`src/rtl/mux_scan_ctrl.sv`:
```
// mux_scan_ctrl
//   Sequencer that drives the 2-bit select of a 4-to-1 mux and samples the
//   mux output. On start it steps sel through channels 0..3, holding each
//   channel DWELL cycles, and samples mux_out on the last dwell cycle of each
//   channel. The four samples are packed into a 4-bit word (bit i = channel i)
//   and handed downstream with a valid/ready handshake. CONT selects one-shot
//   (back to idle after handoff) or continuous rescanning.
//
// Parameters
//   DWELL       cycles sel is held per channel before sampling (1..15)
//   CONT        0 = one-shot, 1 = rescan immediately after handoff
// Ports
//   clk         single clock, rising edge
//   rst         synchronous reset, active-high
//   start       scan request, sampled only while idle
//   mux_out     output of the mux being scanned
//   sel         mux select (channel currently being scanned)
//   busy        high whenever the sequencer is not idle
//   word        last completed scan
//   word_valid  word holds a new, unconsumed scan
//   word_ready  downstream accepts word when word_valid & word_ready

module mux_scan_ctrl #(
   parameter int DWELL = 2,
   parameter bit CONT  = 1'b0
) (
   input  logic       clk,
   input  logic       rst,
   input  logic       start,
   input  logic       mux_out,
   output logic [1:0] sel,
   output logic       busy,
   output logic [3:0] word,
   output logic       word_valid,
   input  logic       word_ready
);

   typedef enum logic [1:0] {
      IDLE = 2'd0,
      SCAN = 2'd1,
      HOLD = 2'd2
   } state_t;

   localparam logic [3:0] CNT_LAST = 4'(DWELL - 1);

   state_t     state_reg, state_next;
   logic [1:0] sel_reg,   sel_next;
   logic [3:0] cnt_reg,   cnt_next;
   // Only channels 0..2 need storage; channel 3 goes straight into word.
   logic [2:0] cap_reg,   cap_next;
   logic [3:0] word_reg,  word_next;
   logic       valid_reg, valid_next;

   // One-hot decode of the channel being captured.
   logic [2:0] chan_hit;

   genvar gi;
   generate
      for (gi = 0; gi < 3; gi++) begin : g_hit
         assign chan_hit[gi] = (sel_reg == 2'(gi));
      end
   endgenerate

   always_ff @(posedge clk) begin
      if (rst) begin
         state_reg <= IDLE;
         sel_reg   <= 2'd0;
         cnt_reg   <= 4'd0;
         cap_reg   <= 3'd0;
         word_reg  <= 4'd0;
         valid_reg <= 1'b0;
      end else begin
         state_reg <= state_next;
         sel_reg   <= sel_next;
         cnt_reg   <= cnt_next;
         cap_reg   <= cap_next;
         word_reg  <= word_next;
         valid_reg <= valid_next;
      end
   end

   always_comb begin
      state_next = state_reg;
      sel_next   = sel_reg;
      cnt_next   = cnt_reg;
      cap_next   = cap_reg;
      word_next  = word_reg;
      valid_next = valid_reg;

      unique case (state_reg)
         IDLE: begin
            sel_next = 2'd0;
            cnt_next = 4'd0;
            if (start) begin
               state_next = SCAN;
            end
         end

         SCAN: begin
            if (cnt_reg == CNT_LAST) begin
               cnt_next = 4'd0;
               cap_next = (cap_reg & ~chan_hit) | ({3{mux_out}} & chan_hit);
               if (sel_reg != 2'd3) begin
                  sel_next = sel_reg + 2'd1;
               end else begin
                  // Word is only ever loaded with a complete scan.
                  word_next  = {mux_out, cap_reg};
                  valid_next = 1'b1;
                  sel_next   = 2'd0;
                  state_next = HOLD;
               end
            end else begin
               cnt_next = cnt_reg + 4'd1;
            end
         end

         HOLD: begin
            if (word_ready) begin
               valid_next = 1'b0;
               sel_next   = 2'd0;
               cnt_next   = 4'd0;
               state_next = CONT ? SCAN : IDLE;
            end
         end

         default: begin
            state_next = IDLE;
            sel_next   = 2'd0;
            cnt_next   = 4'd0;
            valid_next = 1'b0;
         end
      endcase
   end

   assign sel        = sel_reg;
   assign busy       = (state_reg != IDLE);
   assign word       = word_reg;
   assign word_valid = valid_reg;

endmodule

```
`config.mk`:
```
export PLATFORM = sky130hd
export DESIGN_NAME = mux_scan_ctrl
export DESIGN_NICKNAME = d
export VERILOG_FILES = /design/src/rtl/mux_scan_ctrl.sv
export SDC_FILE = /design/constraint.sdc
export NUM_CORES = 1
export LEC_CHECK = 0
export ABC_AREA = 1
export BUFFER_PORTS_ARGS = -buffer_cell sky130_fd_sc_hd__buf_2
export CAP_MARGIN = 20
export CORE_UTILIZATION = 55
export CTS_BUF_LIST = sky130_fd_sc_hd__clkbuf_8
export DETAILED_ROUTE_END_ITERATION = 12
export PLACE_DENSITY = 0.77
export SLEW_MARGIN = 30
export SYNTH_ARGS = -nofsm -noshare
export SYNTH_HDL_FRONTEND = slang
export SYNTH_SLANG_ARGS = --single-unit
```
`constraint.sdc`:
```
create_clock -name clk -period 1.5 [get_ports clk]
set_input_delay 0.3 -clock clk [delete_from_list [all_inputs] [get_ports clk]]
set_output_delay 0.3 -clock clk [all_outputs]
set_load 0.02 [all_outputs]
```
## Word-level counts from Yosys, hierarchy flattened

Index checks and enable logic that the tools add are counted.

- Register bits after elaboration: 16
- Input port bits: 5

- $add $sub $neg: 2
- Eq/ne operators: 10
- Muxes and demuxes: 15
- Bitwise logic cells: 6
- Reductions and logical operators: 8

Operator list:

| cell | number |
|---|---|
| $mux 2 | 6 |
| $ne 2x2->1 const B | 5 |
| $mux 4 | 2 |
| $pmux 4 s2 | 1 |
| $reduce_and 4->1 | 2 |
| $and 3x3->3 | 2 |
| $pmux 2 s3 | 1 |
| $add 4x1->4 const B | 1 |
| $eq 2x1->1 const B | 2 |
| $eq 2x2->1 const B | 2 |
| $eq 4x1->1 const B | 1 |
| $logic_not 2->1 | 2 |
| $pmux 2 s2 | 1 |
| $reduce_and 2->1 | 2 |
| $mux 1 | 3 |
| $not 3->3 | 1 |
| $or 3x3->3 | 1 |
| $pmux 1 s3 | 1 |
| $reduce_and 3->1 | 1 |
| $add 2x1->2 const B | 1 |
| $not 1->1 | 2 |
| $reduce_bool 2->1 | 1 |

## Logic depth before layout (Yosys ltp)

- Word-level depth: 4
- Gate-level depth with buffers: 7

## Worst setup path after synthesis

OpenSTA, ideal clock, no wires.

- Path type: reg2reg
- Start: register sel_reg[0], in the netlist sel[0]
- End: register word_reg[0], in the netlist word[0]
- Arrival: 1.186 ns
- Required time: 1.384 ns
- Slack: 0.199 ns
- Stages on the path, launching flop included: 7
- Buffers on the path: 0
- Period minus slack after synthesis: 1.301 ns
- Cells stage by stage: dfxtp_1 -> ha_1 -> nand3_1 -> nor2_4 -> inv_2 -> nor2_1 -> nor2_1

- Longest elaborated chain between the ends: 3

Ends and longest elaborated chain:

| item | line | source |
|---|---|---|
| start, declared | 47 | `logic [1:0] sel_reg, sel_next;` |
| start signal, assigned | 74 | `sel_reg <= sel_next;` |
| $ne 2x2->1 | 103 | `if (sel_reg != 2'd3) begin` |
| $not 1->1 (no line) | n/a |  |
| $reduce_and 3->1 (no line) | n/a |  |
| end signal, assigned | 77 | `word_reg <= word_next;` |
| end, declared | 51 | `logic [3:0] word_reg, word_next;` |

No other way between the ends.
A chain may end at the register's enable or synchronous reset.

## Final worst setup path

- Start: register sel_reg[0], in the netlist sel[0]
- End: register word_reg[1], in the netlist word[1]

Same word-level chain as after synthesis.

==> impl_metrics.py <==
metrics = {
    "clock_tree": {
        "clk_path_buf_depth": 2,
        "numCtsBuffers": 3,
        "clk_latency_ns": 0.25,
        "root_buffer": "clkbuf_8",
        "cts_resized": 0,
        "postCtsSetupBuffers": 0,
        "cts_max_level": 1,
        "holdBufCountCts": 0,
        "cts_tree": "done",
        "clkTransAtPathRegs_ns": 0.06,
        "cts_sinks": 16,
    },
    "worst_setup_path": {
        "cp-start-kind": "register",
        "critical_path.top_delay_family": "flip-flops",
        "crit_fanout": 6,
        "critical-path-max-stage-delay_ns": 0.45,
        "required_ns": 1.64,
        "crit_type": "reg -> reg",
        "regToRegStartpoint": "sel[0]$_SDFFE_PP0P_",
        "cpMaxStageDelayCell": "dfxtp_1",
        "startpoint": "sel[0]$_SDFFE_PP0P_",
        "critPathMostFrequentCell": "nor2_1",
        "endpoint_kind": "register",
        "crit_arrival_ns": 1.49,
        "r2r_setup_slack_ns": 0.15,
        "crit_buf_inv": 1,
        "path_cells": "ha_1, nand3_1, nor2_4, inv_2, nor2_1, nor2_1",
    },
    "timing": {
        "setup_violations": 0,
        "fin_crit_ns": 1.35,
        "post-route-period-util_pct": 89.8,
        "tns_ns": 0,
        "max_freq_mhz": 742,
        "skew_ns": 0.00196,
        "slew_headroom_pct": 77.2,
        "hold_viol": 0,
        "worst_pin_slew_ns": 0.342,
        "rsz0062_at_grt": "no",
        "drv_slew": 0,
    },
    "global_route": {
        "grt_pass1_vias": 705,
        "grt_max_degree": 15,
        "grt_overflow": 0,
        "antenna_found_initial": 0,
        "grt_first_pass_wirelength_um": 3010,
        "grtUsageTotal_pct": 22.2,
    },
    "routing": {
        "drc": 0,
        "vias_per_cell": 5.15,
        "vias": 777,
        "routed_wl_um": 1710,
        "route.detailed.wl_per_inst_um": 11.3,
        "first_pass_iters": 4,
        "postRouteAntennaNets": 0,
        "dr.first_iter.drc_count": 23,
    },
    "placement": {
        "dp_hpwl_um": 1250,
        "dpl.cell_count": 148,
        "port_buffers": 12,
        "gp_congestion": 0.837,
    },
    "synth": {
        "synth-seq-area-share_pct": 35.8,
        "syn_inst": 121,
        "syn_area_um2": 895,
        "synth_cell_types": 21,
        "yosysWarnings": 0,
        "yosys-top-cells-area": "dfxtp_1 (36%), nand2_1 (9.2%), ha_1 (8.4%)",
        "synth-seq-cells": 16,
        "syn_nets": 132,
        "async_reset_ff_share_pct": 0,
        "synth_top_cell_by_area": "dfxtp_1",
        "yosysMostFrequentCell": "nand2_1",
        "synthFlopType": "dfxtp_1",
        "avgSynthCellArea_um2": 7.39,
        "synth_common_cells": "nand2_1 (22), nor2_1 (20), inv_1 (17), dfxtp_1 (16), nand4_1 (7)",
        "synth-edff-count": 0,
        "synth_top_area_share_pct": 35.8,
    },
    "die": {
        "die_h_um": 42.3,
        "die_area_um2": 1790,
        "placementRows": 14,
        "core_area_um2": 1510,
        "start_util_pct": 59.4,
        "ioPinCount": 13,
        "die_w_um": 42.3,
    },
    "power_and_ir_drop": {
        "ir_drop_mv": 0.410,
        "power_leakage_uw": 0.000497,
        "powerDensity_nw_per_um2": 848,
    },
    "final_layout": {
        "num-fill-cells": 137,
        "drive_gt1_share_pct": 25.2,
        "fin_cells": 151,
        "syn_to_final_growth_pct": 12.6,
        "fin_nets": 148,
        "diodes": 0,
    },
    "hold_path": {
        "hold_path_class": "in -> reg",
        "hp-start": "rst",
    },
    "flow_run": {
        "cap_violations": 0,
    },
    "run_status": {
        "outcome": "completed",
    },
}
-- metal layers --
layer / up-vias / part of all wire (%) / routed length [um] / global-route usage (%)
met5: - / 0 / 0 / 0
met4: 0 / 2.0 / 34 / 10.0
li1: 409 / - / - / -
met3: 5 / 6.0 / 102 / 3.88
met2: 29 / 45 / 766 / 33.8
met1: 334 / 47 / 803 / 30.4
-- through the flow --
stage / worst slack (ns) / hold WS, ns / total power [uW] / utilization [%] / area (um^2)
5_1_grt: 0.00762 / 0.278 / 882 / 66.9 / 1010
4_1_cts: 0.161 / 0.265 / 859 / 66.9 / 1010
3_5_place_dp: 0.175 / 0.445 / 543 / 64.1 / 966
2_1_floorplan: 0.199 / 0.369 / 517 / - / 895
3_3_place_gp: 0.186 / 0.437 / 542 / 64.1 / 966
6_report: 0.153 / 0.275 / 854 / 66.9 / 1010
-- placed cells by master, fill, tap and decap left out, drive strengths merged, types with 3 or more instances in the layout --
| cell | synthesis | layout |
|---|---|---|
| nand2 | 27 | 27 |
| nor2 | 24 | 24 |
| inv | 20 | 20 |
| dfxtp | 16 | 16 |
| buf | 2 | 13 |
| nand4 | 7 | 7 |
| o21ai | 7 | 7 |
| ha | 6 | 6 |
| nand3 | 6 | 6 |
| a21oi | 4 | 4 |
| clkbuf | 0 | 3 |
-- power breakdown --
part           leakage [uW]  internal, uW  switching (uW)  total (uW)
sequential         0.000130           433            9.20         442
combinational      0.000346          32.6            61.5        94.2
clock             0.0000216           178             140         318
total              0.000497           644             210         854
-- cell families after synthesis --
kind of cell / Yosys count / synth area share [%]
and+or+nand+nor: 65 / 37.8
DFF: 16 / 35.8
AOI/OAI and AO/OA: 12 / 7.83
adders and majority gates: 6 / 8.39
buffers and inverters: 22 / 10.2
-- area by class of cell --
type / instances / area (um^2) / area share, %
inverter: 20 / 75.1 / 7.45
tap: 16 / 20.0 / 1.99
multi-input combinational: 83 / 483 / 48.0
sequential: 16 / 320 / 31.8
timing repair buffer: 13 / 67.6 / 6.71
clock buffer: 3 / 41.3 / 4.10
-- path summary, 6_finish.rpt --
kind	end	depth (start not counted)
worst max-delay path	word[1]$_SDFFE_PP0P_	6
worst min-delay path	state_reg[1]$_SDFFE_PP0P_	2
worst max register to register	word[1]$_SDFFE_PP0P_	6
worst min register to register	word_valid$_SDFFE_PP0P_	2
Power figures use the tool's default switching activity.
